**src/rtl/pipe_rr_arbiter_pkg.sv**
```systemverilog
// Shared defaults for the indication-side pipe blocks (arbiter, M2P/P2M serializers).
// Width of one enq message and default source count, plus a pointer-width helper.
package pipe_rr_arbiter_pkg;

    localparam int PIPE_WIDTH = 128;
    localparam int PIPE_N     = 2;

    // Pointer width for an N-way scheduler; never narrower than one bit.
    function automatic int ptr_width(input int n);
        return (n > 1) ? $clog2(n) : 1;
    endfunction

endpackage

```
**src/rtl/pipe_rr_arbiter_rr_pick.sv**
```systemverilog
// Rotate-priority encoder: first eligible index at or after ptr_i, wrapping modulo N.
// Purely combinational so it can also drive a request-side demux scheduler.
module pipe_rr_arbiter_rr_pick #(
    parameter int N    = 2,
    parameter int LOGN = 1
) (
    input  logic [N-1:0]    eligible_i,
    input  logic [LOGN-1:0] ptr_i,
    output logic [LOGN-1:0] sel_o,
    output logic            any_o
);

    int              idx;
    logic [LOGN-1:0] idx_w;

    // Scan from the far end back towards ptr_i so the nearest eligible index wins.
    always_comb begin
        sel_o = '0;
        any_o = 1'b0;
        idx   = 0;
        idx_w = '0;
        for (int k = N - 1; k >= 0; k--) begin
            idx   = (int'(ptr_i) + k) % N;
            idx_w = LOGN'(idx);
            if (eligible_i[idx_w]) begin
                sel_o = idx_w;
                any_o = 1'b1;
            end
        end
    end

endmodule

```
**src/rtl/pipe_rr_arbiter.sv**
```systemverilog
// Merges N enq streams onto the single indication pipe through one-entry holding slots
// drained round-robin, with a software grant mask to pause individual sources.
module pipe_rr_arbiter
    import pipe_rr_arbiter_pkg::*;
#(
    parameter int N     = PIPE_N,
    parameter int WIDTH = PIPE_WIDTH,
    parameter int LOGN  = ptr_width(N)
) (
    input  logic               CLK,
    input  logic               nRST,
    input  logic [N-1:0]       src_enq__ENA,
    input  logic [N*WIDTH-1:0] src_enq_v,
    output logic [N-1:0]       src_enq__RDY,
    output logic               indication_enq__ENA,
    output logic [WIDTH-1:0]   indication_enq_v,
    input  logic               indication_enq__RDY,
    input  logic               cfg_setMask__ENA,
    input  logic [N-1:0]       cfg_setMask_mask,
    output logic               cfg_setMask__RDY,
    output logic               busy
);

    logic [N-1:0]     hold_full_q, hold_full_d;
    logic [N-1:0]     mask_q;
    logic [N-1:0]     eligible;
    logic [N-1:0]     accept;
    logic [WIDTH-1:0] hold_data_q [N];
    logic [LOGN-1:0]  rr_ptr_q, rr_ptr_d;
    logic [LOGN-1:0]  sel;
    logic             any;
    logic             drain;

    assign eligible = hold_full_q & mask_q;

    pipe_rr_arbiter_rr_pick #(
        .N    (N),
        .LOGN (LOGN)
    ) u_rr_pick (
        .eligible_i (eligible),
        .ptr_i      (rr_ptr_q),
        .sel_o      (sel),
        .any_o      (any)
    );

    // Strobes into an already-full slot are protocol violations and are dropped.
    assign accept = src_enq__ENA & ~hold_full_q & {N{nRST}};
    assign drain  = nRST & any & indication_enq__RDY;

    assign indication_enq__ENA = drain;
    assign indication_enq_v    = hold_data_q[sel];
    assign src_enq__RDY        = nRST ? ~hold_full_q : '0;
    assign cfg_setMask__RDY    = nRST;
    assign busy                = |hold_full_q;

    always_comb begin
        hold_full_d = hold_full_q | accept;
        rr_ptr_d    = rr_ptr_q;
        if (drain) begin
            hold_full_d[sel] = 1'b0;
            rr_ptr_d         = (sel == LOGN'(N - 1)) ? '0 : sel + 1'b1;
        end
    end

    always_ff @(posedge CLK) begin
        if (!nRST) begin
            hold_full_q <= '0;
            rr_ptr_q    <= '0;
            mask_q      <= '1;
        end else begin
            hold_full_q <= hold_full_d;
            rr_ptr_q    <= rr_ptr_d;
            if (cfg_setMask__ENA) begin
                mask_q <= cfg_setMask_mask;
            end
        end
    end

    // Payload storage carries no reset; validity lives entirely in hold_full_q.
    for (genvar gi = 0; gi < N; gi++) begin : g_slot
        always_ff @(posedge CLK) begin
            if (accept[gi]) begin
                hold_data_q[gi] <= src_enq_v[gi*WIDTH +: WIDTH];
            end
        end
    end

endmodule

```
**config.mk**
```make
export PLATFORM = sky130hd
export DESIGN_NAME = pipe_rr_arbiter
export DESIGN_NICKNAME = d
export VERILOG_FILES = /design/src/rtl/pipe_rr_arbiter_pkg.sv /design/src/rtl/pipe_rr_arbiter_rr_pick.sv /design/src/rtl/pipe_rr_arbiter.sv
export SDC_FILE = /design/constraint.sdc
export NUM_CORES = 1
export LEC_CHECK = 0
export ABC_AREA = 1
export CORE_AREA = 2 2 153 155
export CTS_CLUSTER_DIAMETER = 30
export DETAILED_ROUTE_END_ITERATION = 12
export DIE_AREA = 0 0 155 157
export PLACE_DENSITY = 0.92
export RECOVER_POWER = 100
export SLEW_MARGIN = 20
export SYNTH_ARGS = -nofsm -noshare
export SYNTH_HDL_FRONTEND = slang
export SYNTH_HIERARCHICAL = 1
export SYNTH_SLANG_ARGS = --single-unit
```
**constraint.sdc**
```tcl
create_clock -name CLK -period 11.6 [get_ports CLK]
set_input_delay 2.32 -clock CLK [delete_from_list [all_inputs] [get_ports CLK]]
set_output_delay 2.32 -clock CLK [all_outputs]
set_load 0.005 [all_outputs]
```
==> impl_metrics.py <==
metrics = {
    "final_layout": {
        "areaGrowthSynthToFinish_pct": 58.83,
        "drive_above_1_share": 0.07064,
        "utilization": 0.6955,
        "nNetsFinal": 1398,
        "fillers": 1363,
        "seq_area_sq_um": 7787,
        "multi_input_area_sq_um": 1251,
        "final_cells": 1473,
    },
    "logic_synthesis": {
        "synth_warnings": 6,
        "synth_seq_cells": 261,
        "syn_area_per_cell_sq_um": 13.86,
        "ys_seq_area_frac": 0.7903,
        "syn-num-nets": 975,
        "netlist_instances": 711,
        "syn_area_sq_um": 9853,
        "synth_cell_types": 14,
    },
    "job": {
        "maxCapViolCount": 3,
    },
    "clocking": {
        "ctsResizeCount": 0,
        "root_buffer": "clkbuf_16",
        "numClockSinks": 261,
        "clk_pin_slew_ps": 40,
        "clk_path_buf_depth": 3,
        "cts_tree": "done",
        "h-tree-depth": 2,
        "insertion_delay_ps": 520,
        "cts_buffers": 49,
        "cts_hold_buf": 0,
        "postCtsSetupBuffers": 0,
    },
    "global_route": {
        "antenna_found_initial": 11,
        "grtUsageTotal": 0.2243,
        "grt_pass1_wl_microns": 41310,
        "grt_pass1_vias": 7657,
        "grt_max_degree": 119,
        "gr-total-overflow": 0,
    },
    "status": {
        "violations": "max-capacitance violations, max-slew violations",
        "status": "finished with violations",
    },
    "timing": {
        "rsz0062_at_grt": "false",
        "finalMaxSlewViolations": 148,
        "tightest_slew_ps": 3794,
        "hold_viol": 0,
        "max_freq_ghz": 0.1438,
        "fin_setup_tns_ps": 0,
        "fin_ws_ps": 4647,
        "finalCritPeriodShare": 0.5994,
        "setup_viol": 0,
        "slew_headroom": -1.530,
        "skew_ps": 11.85,
        "fin_crit_ps": 6953,
    },
    "floorplanning": {
        "num_io_pins": 397,
        "fp-row-count": 55,
        "start_util": 0.4379,
        "core-area_sq_um": 22500,
        "die_h_microns": 157,
        "fp.dieArea_sq_um": 24340,
        "die_w_microns": 155,
    },
    "drt": {
        "final_antenna_net_count": 0,
        "wirelength_microns": 28130,
        "drc": 0,
        "dr_wl_met2_microns": 15040,
        "wire_per_inst_microns": 19.10,
        "vias": 7165,
        "wl_met3_microns": 2749,
        "maxUsedRoutingLayer": "met4",
        "first_pass_iters": 5,
        "via_per_inst": 4.864,
        "drt_iter0_drc": 487,
        "met1_length_microns": 9471,
    },
    "worst_setup_path": {
        "crit_type": "in2reg",
        "required_ps": 11730,
        "start_kind": "input port",
        "reg2reg_slack_ps": 6850,
        "worstPathArrival_ps": 7090,
        "crit_fanout": 66,
        "end_kind": "flip-flop",
    },
    "place": {
        "post-place-ws_ps": 5530,
        "post-dp-hpwl_microns": 18640,
        "portBuffers": 396,
        "gp_congestion": 0.8212,
        "dp_cells": 1368,
    },
    "power_and_ir_drop": {
        "pwr-share-comb": 0.090,
        "power.share.clock": 0.516,
        "power_frac_seq": 0.394,
        "vdd_drop_max_mv": 0.1218,
        "leakagePower_nw": 6.039,
        "swShare": 0.2100,
        "power.internal_mw": 2.208,
        "power.density_cell_area_nw_per_um2": 178.6,
        "p_sw_uw": 586.7,
    },
    "worst_hold_path": {
        "hp-class": "reg2reg",
    },
}
==> worst max-delay path: stages <==
cell           delay [ps]
dlygate4sd3_1         690
inv_1                 200
nor2_4                130
clkbuf_1             2650
buf_4                1050
==> cell usage after synthesis <==
cell type,number,area share
a21oi_1,2,0.0010
buf_4,2,0.0015
buf_6,22,0.025
buf_8,3,0.0046
clkbuf_1,3,0.0011
dfxtp_1,5,0.010
edfxtp_1,256,0.78
inv_1,136,0.052
nand2_1,139,0.053
nand3_1,3,0.0015
nor2_1,10,0.0038
o21ai_0,107,0.054
o21ai_1,22,0.011
or2_1,1,0.00064
==> per-stage QoR <==
stage               hold slack (ps)  power [mW]  instance area, sq um
CTS                           487.4       2.850                 15640
global route                  537.4       2.882                 15640
global placement              445.8       1.387                 13930
detailed placement            464.6       1.400                 13930
finish                        482.2       2.794                 15650
floorplan                     428.7       1.210                  9853
==> per-layer routing <==
layer,global-route usage,up-vias
met5,0,-
met4,0.09480,0
met3,0.08040,66
met2,0.4127,397
met1,0.2307,3419
li1,-,3283
==> cell usage in the layout (no fill, tap or decap) <==
cell type,n
a21oi_1,2
buf_4,4
bufinv_16,7
clkbuf_1,12
clkbuf_16,51
clkbuf_8,3
clkdlybuf4s50_1,18
clkinv_1,5
clkinv_2,3
clkinv_4,5
clkinvlp_4,2
dfxtp_1,5
diode_2,13
dlygate4sd3_1,378
edfxtp_1,256
inv_1,136
inv_6,6
nand2_1,139
nand3_1,3
nor2_1,8
nor2_4,2
o21ai_0,118
o21ai_1,11
or2_1,1
==> power groups by stage <==
stage	combinational, mW	sequential [mW]	clock (mW)
final	0.252	1.10	1.44
after global routing	0.273	1.10	1.51
after CTS	0.290	1.10	1.46
after detailed placement	0.284	1.12	0
after global placement	0.274	1.11	0
after floorplan	0.0902	1.12	0
==> final timing paths <==
kind                   from            endpoint  cells after the start
min reg2reg       mask_q[0]           mask_q[0]                      2
max                    nRST  hold_data_q[1][27]                      5
min               mask_q[0]           mask_q[0]                      2
max reg2reg  hold_full_q[1]  hold_data_q[1][27]                      5
==> logic make-up (layout without fill, tap and decap cells) <==
group / count (synthesis) / in the layout / synth area share
simple gates: 153 / 153 / 0.05892
buf+inv: 166 / 630 / 0.08419
compound gates: 131 / 131 / 0.06654
flops: 261 / 261 / 0.7903
other cells: 0 / 13 / 0
==> state kept, by name (all words and copies together) (netlist names) <==
| name | flops |
|---|---|
| hold_data_q | 256 |
| mask_q | 2 |
| rr_ptr_q | 1 |
| hold_full_q | 2 |
==> layout make-up <==
cell class | instances | share of cell area
Timing Repair Buffer | 402 | 0.2557
Antenna cell | 13 | 0.002079
Multi-Input combinational cell | 284 | 0.07995
Clock buffer | 64 | 0.08658
Sequential cell | 261 | 0.4976
Inverter | 136 | 0.03262
Clock inverter | 28 | 0.02271
Tap cell | 285 | 0.02279
(Power assumes the default switching activity.)
